[src/rtl/spw_light_timecode_capture.sv]
// Captures SpaceWire time codes: holds last time for the PIO, checks mod-64 continuity,
// counts ticks and queues {ctrl,time} in a small FIFO for the CPU.
module spw_light_timecode_capture #(
  parameter int FIFO_DEPTH = 4,
  parameter int CNT_W      = 16
) (
  input  logic             clk,
  input  logic             reset,
  input  logic             tick_in,
  input  logic [5:0]       time_in,
  input  logic [1:0]       ctrl_in,
  input  logic             clear,
  input  logic             pop,
  output logic [5:0]       time_out,
  output logic [7:0]       head_data,
  output logic             fifo_empty,
  output logic             fifo_ovf,
  output logic             seq_err,
  output logic             locked,
  output logic [CNT_W-1:0] tick_count
);

  // state     | meaning
  // ST_IDLE   | no code seen since reset/clear; next code is accepted without comparison
  // ST_LOCKED | last code followed its predecessor
  // ST_SLIP   | last code broke the sequence
  typedef enum logic [1:0] {ST_IDLE, ST_LOCKED, ST_SLIP} state_t;

  localparam int AW = $clog2(FIFO_DEPTH);
  localparam logic [AW:0] PTR_ONE = (AW+1)'(1);

  state_t      state, state_nxt;
  logic [5:0]  expected;
  logic [7:0]  mem [FIFO_DEPTH];
  logic [AW:0] wr_ptr, rd_ptr;
  logic        fifo_full, do_tick, do_pop, do_push, ovf_set, in_seq, err_set;

  assign do_tick    = tick_in && !clear;
  assign fifo_empty = (wr_ptr == rd_ptr);
  assign fifo_full  = (wr_ptr[AW] != rd_ptr[AW]) && (wr_ptr[AW-1:0] == rd_ptr[AW-1:0]);
  assign do_pop     = pop && !clear && !fifo_empty;
  // a pop in the same cycle frees a slot for the incoming code
  assign do_push    = do_tick && (!fifo_full || do_pop);
  assign ovf_set    = do_tick && fifo_full && !do_pop;
  assign head_data  = fifo_empty ? 8'h00 : mem[rd_ptr[AW-1:0]];

  always_ff @(posedge clk) begin
    if (reset) state <= ST_IDLE;
    else       state <= state_nxt;
  end

  always_comb begin
    state_nxt = state;
    if (clear) begin
      state_nxt = ST_IDLE;
    end else if (tick_in) begin
      case (state)
        ST_IDLE:   state_nxt = ST_LOCKED;
        ST_LOCKED,
        ST_SLIP:   state_nxt = in_seq ? ST_LOCKED : ST_SLIP;
        default:   state_nxt = ST_IDLE;
      endcase
    end
  end

  always_comb begin
    in_seq  = (time_in == expected);
    locked  = (state == ST_LOCKED);
    err_set = do_tick && (state != ST_IDLE) && !in_seq;
  end

  always_ff @(posedge clk) begin
    if (reset) begin
      time_out   <= '0;
      expected   <= '0;
      tick_count <= '0;
      seq_err    <= 1'b0;
      fifo_ovf   <= 1'b0;
      wr_ptr     <= '0;
      rd_ptr     <= '0;
    end else if (clear) begin
      tick_count <= '0;
      seq_err    <= 1'b0;
      fifo_ovf   <= 1'b0;
      wr_ptr     <= '0;
      rd_ptr     <= '0;
    end else begin
      if (tick_in) begin
        time_out <= time_in;
        expected <= time_in + 6'd1;
        if (tick_count != '1) tick_count <= tick_count + CNT_W'(1);
      end
      if (err_set) seq_err  <= 1'b1;
      if (ovf_set) fifo_ovf <= 1'b1;
      if (do_pop)  rd_ptr   <= rd_ptr + PTR_ONE;
      if (do_push) wr_ptr   <= wr_ptr + PTR_ONE;
    end
  end

  always_ff @(posedge clk) begin
    if (!reset && do_push) mem[wr_ptr[AW-1:0]] <= {ctrl_in, time_in};
  end

endmodule

[config.mk]
export PLATFORM = sky130hd
export DESIGN_NAME = spw_light_timecode_capture
export DESIGN_NICKNAME = d
export VERILOG_FILES = /design/src/rtl/spw_light_timecode_capture.sv
export SDC_FILE = /design/constraint.sdc
export NUM_CORES = 1
export LEC_CHECK = 0
export ABC_AREA = 1
export BUFFER_PORTS_ARGS = -buffer_cell sky130_fd_sc_hd__buf_2
export CORE_MARGIN = 5
export CORE_UTILIZATION = 49
export DETAILED_ROUTE_END_ITERATION = 10
export GPL_TIMING_DRIVEN = 0
export PLACE_DENSITY = 0.7
export SETUP_SLACK_MARGIN = 0.4
export SKIP_CTS_REPAIR_TIMING = 1
export SYNTH_ARGS = -nofsm -noshare
export SYNTH_HDL_FRONTEND = slang
export SYNTH_SLANG_ARGS = --single-unit
export TNS_END_PERCENT = 10
[constraint.sdc]
create_clock -name clk -period 2.7 [get_ports clk]
set_clock_uncertainty 0.15 [all_clocks]
set_input_delay 0.135 -clock clk [delete_from_list [all_inputs] [get_ports clk]]
set_output_delay 0.135 -clock clk [all_outputs]
set_load 0.02 [all_outputs]
==> flow_summary.toml <==
[drt]
num_vias = 2879
firstDrtPassIters = 4
vias_per_cell = 4.91
drtAntennaViolNets = 0
drtIter0Drc = 81
drcViolationCount = 0
wl_mm = 7.49
wl_per_cell_um = 12.8

[timing]
clock.fmax_mhz = 446
whs_ns = -0.00565
drv_slew = 0
grt_setup_unrepaired = "yes"
finalCriticalPeriod_ns = 2.24
final-hold-violation-count = 2
max_slew.worst_pin.slew_ns = 0.761
min_period_over_period_pct = 83.0
slew_headroom_pct = 49.1
setup_tns_ns = 0
setup_viol = 0

[setup_path]
critPathSlowestCell = "nor3b_2"
r2r_start = "wr_ptr[0]"
regToRegEndpoint = "mem[1][2]"
crit_path_frequent_cell = "nand2_1"
cp_max_fo = 8
cp.required_ns = 2.53
startpoint_type = "register"
r2r_cells = 5
path_cells = "xor2_1 -> nor2_1 -> nand2_1 -> nand2_1 -> nor3b_2"
max_stage_delay_ns = 0.69
critical_path_class = "register to register"
cp-end-kind = "register"
arrival_ns = 2.07
reg2reg_slack_ns = 0.46

[job]
drv_cap = 0

[global_routing]
grt_pass1_wl_mm = 12.5
grt_pass1_vias = 2677
antenna_found_initial = 0
grt_overflow_total = 0
grt_max_degree = 15
grt_usage_pct = 18.2

[synthesis]
synthDistinctLibCells = 30
ys_warn_count = 0
synth_top_area_share_pct = 27.9
synth.avg_cell_area_um2 = 8.26
syn_inst = 417
yosysTopAreaCell = "edfxtp_1"
synth_area_mm2 = 0.00345
synth_seq_cells = 72
seq_area_frac_synth_pct = 51.1
synthesis.nets = 440
ys_top_cells_by_area = "edfxtp_1 (28%), dfxtp_1 (23%), nand2_1 (11%)"

[clocking]
htreeDepth = 3
cts_tree = "yes"
cts_num_sinks = 72
cts_root_buf = "clkbuf_8"
cts_buffers = 9
insertion_delay_ns = 0.35
clk_pin_slew_ns = 0.08
cts.path.max_buffers = 2

[min_path]
min_delay_path_depth = 4
hold_path_startpoint = "clear"
hp-class = "primary input to register"
hold_path_end = "tick_count[10]"

[floorplan]
fp.dieArea_mm2 = 0.00881
die_h_um = 93.9
initial_core_util_pct = 50.4
core-area_mm2 = 0.00683
rows = 30
die_width_um = 93.9
pin_count = 47

[power_and_ir_drop]
pwr-share-clk_pct = 41.8
pwr-share-comb_pct = 7.5
p_sw_mw = 0.555
p_total_mw = 2.30
p_int_mw = 1.75
power_frac_seq_pct = 50.6
leakage_nw = 1.77
ir_drop_v = 0.000319
power.density_mw_per_mm2 = 555
netSwitchingFraction_pct = 24.1

[outcome]
violations = "hold timing"
status = "finished, violations left"

[cells_and_area]
drive_above_1_share_pct = 17.1
num_antenna_cells = 0
design_area_mm2 = 0.00415
area_growth_pct = 20.5
nets = 508
utilization_pct = 60.8

[place]
dp_hpwl_mm = 5.31
place.gp.congestion = 0.833
place_area_mm2 = 0.00379
port_buffers = 45
placed cells by master, fill, tap and decap left out, types with 2 or more instances in the layout:
cell type and n:
a211oi_1 3, a21oi_1 23, a21oi_2 3, buf_2 52, bufinv_16 2, clkbuf_1 4
clkbuf_8 9, clkinv_4 2, dfxtp_1 40, dlygate4sd3_1 11, edfxtp_1 32, ha_1 10
inv_1 49, nand2_1 97, nand3_1 14, nand4_1 2, nor2_1 64, nor2_2 3
nor3_1 5, nor3b_2 4, o21ai_0 26, o32ai_1 8, xnor2_1 6, xor2_1 7
Yosys cell counts, drive strengths merged:
cell type  number
a21oi          26
a211oi          3
ha             10
xor2            7
edfxtp         32
buf             8
nand4           2
nor2           67
inv            50
nor3            5
nand3          15
o21a            1
a21boi          1
clkinv          1
nor3b           5
dfxtp          40
nand3b          1
nand2          97
o21ai          28
o32ai           8
clkbuf          4
xnor2           6
registers in the layout (all words and copies together), names as in the netlist, named ones only:
name / count
expected: 6
rd_ptr: 3
fifo_ovf: 1
time_out: 6
wr_ptr: 3
tick_count: 16
seq_err: 1
state: 2
mem: 32
cells by family after synthesis:
kind of cell,Yosys count,share of synthesized area [%]
AO/OA/AOI/OAI,67,11.7
adder cells (fa/ha/maj),10,3.63
AND/OR/NAND/NOR,192,22.8
flip-flops,72,51.1
buffers and inverters,63,7.41
XOR/XNOR,13,3.30
critical path, delay by kind of cell, from the launching register on:
family | cells | cell delay [ns]
xor gates and xnor gates | 1 | 0.16
and+or+nand+nor | 4 | 1.13
DFF | 1 | 0.43
layer usage:
metal	up-vias	part of all wire, %	GRT usage (%)
li1	1491	-	-
met1	1324	49	24.4
met2	53	45	27.2
met3	11	4.3	4.41
met4	0	1.7	9.39
met5	-	0	0
power by group through the flow:
| stage | logic [mW] | registers [mW] | clock network, mW |
|---|---|---|---|
| 2_1_floorplan | 0.0960 | 1.20 | 0 |
| 4_1_cts | 0.161 | 1.17 | 0.984 |
| 3_5_place_dp | 0.160 | 1.19 | 0 |
| 6_report | 0.174 | 1.17 | 0.964 |
| 3_3_place_gp | 0.156 | 1.19 | 0 |
| 5_1_grt | 0.196 | 1.17 | 1.04 |
per-stage QoR:
stage               setup slack, ns  instances  hold WS (ns)
finish                        0.460        586      -0.00565
global route                  0.277        586       0.00326
CTS                         -0.0813        574        -0.164
detailed placement          -0.0630        558         0.211
global placement             0.0302        558         0.204
floorplan                     0.618        417        0.0839
worst max path at each step:
| stage | start | end |
|---|---|---|
| floorplan | wr_ptr[1] | mem[3][0] |
| global placement | wr_ptr[1] | mem[1][6] |
| detailed placement | wr_ptr[0] | mem[1][6] |
| CTS | wr_ptr[0] | mem[1][2] |
| global route | wr_ptr[1] | mem[1][7] |
| finish | wr_ptr[0] | mem[1][2] |
layout make-up:
type / count / area (µm²)
multi-input cells: 282 / 1450
fillers: 635 / 2680
plain buffers: 12 / 63.8
repair buffers: 57 / 340
clock buffers: 9 / 124
well taps: 96 / 120
flip-flops and latches: 72 / 1760
inverters: 51 / 191
clock inverters: 7 / 103
Power figures use the tool's default switching activity.
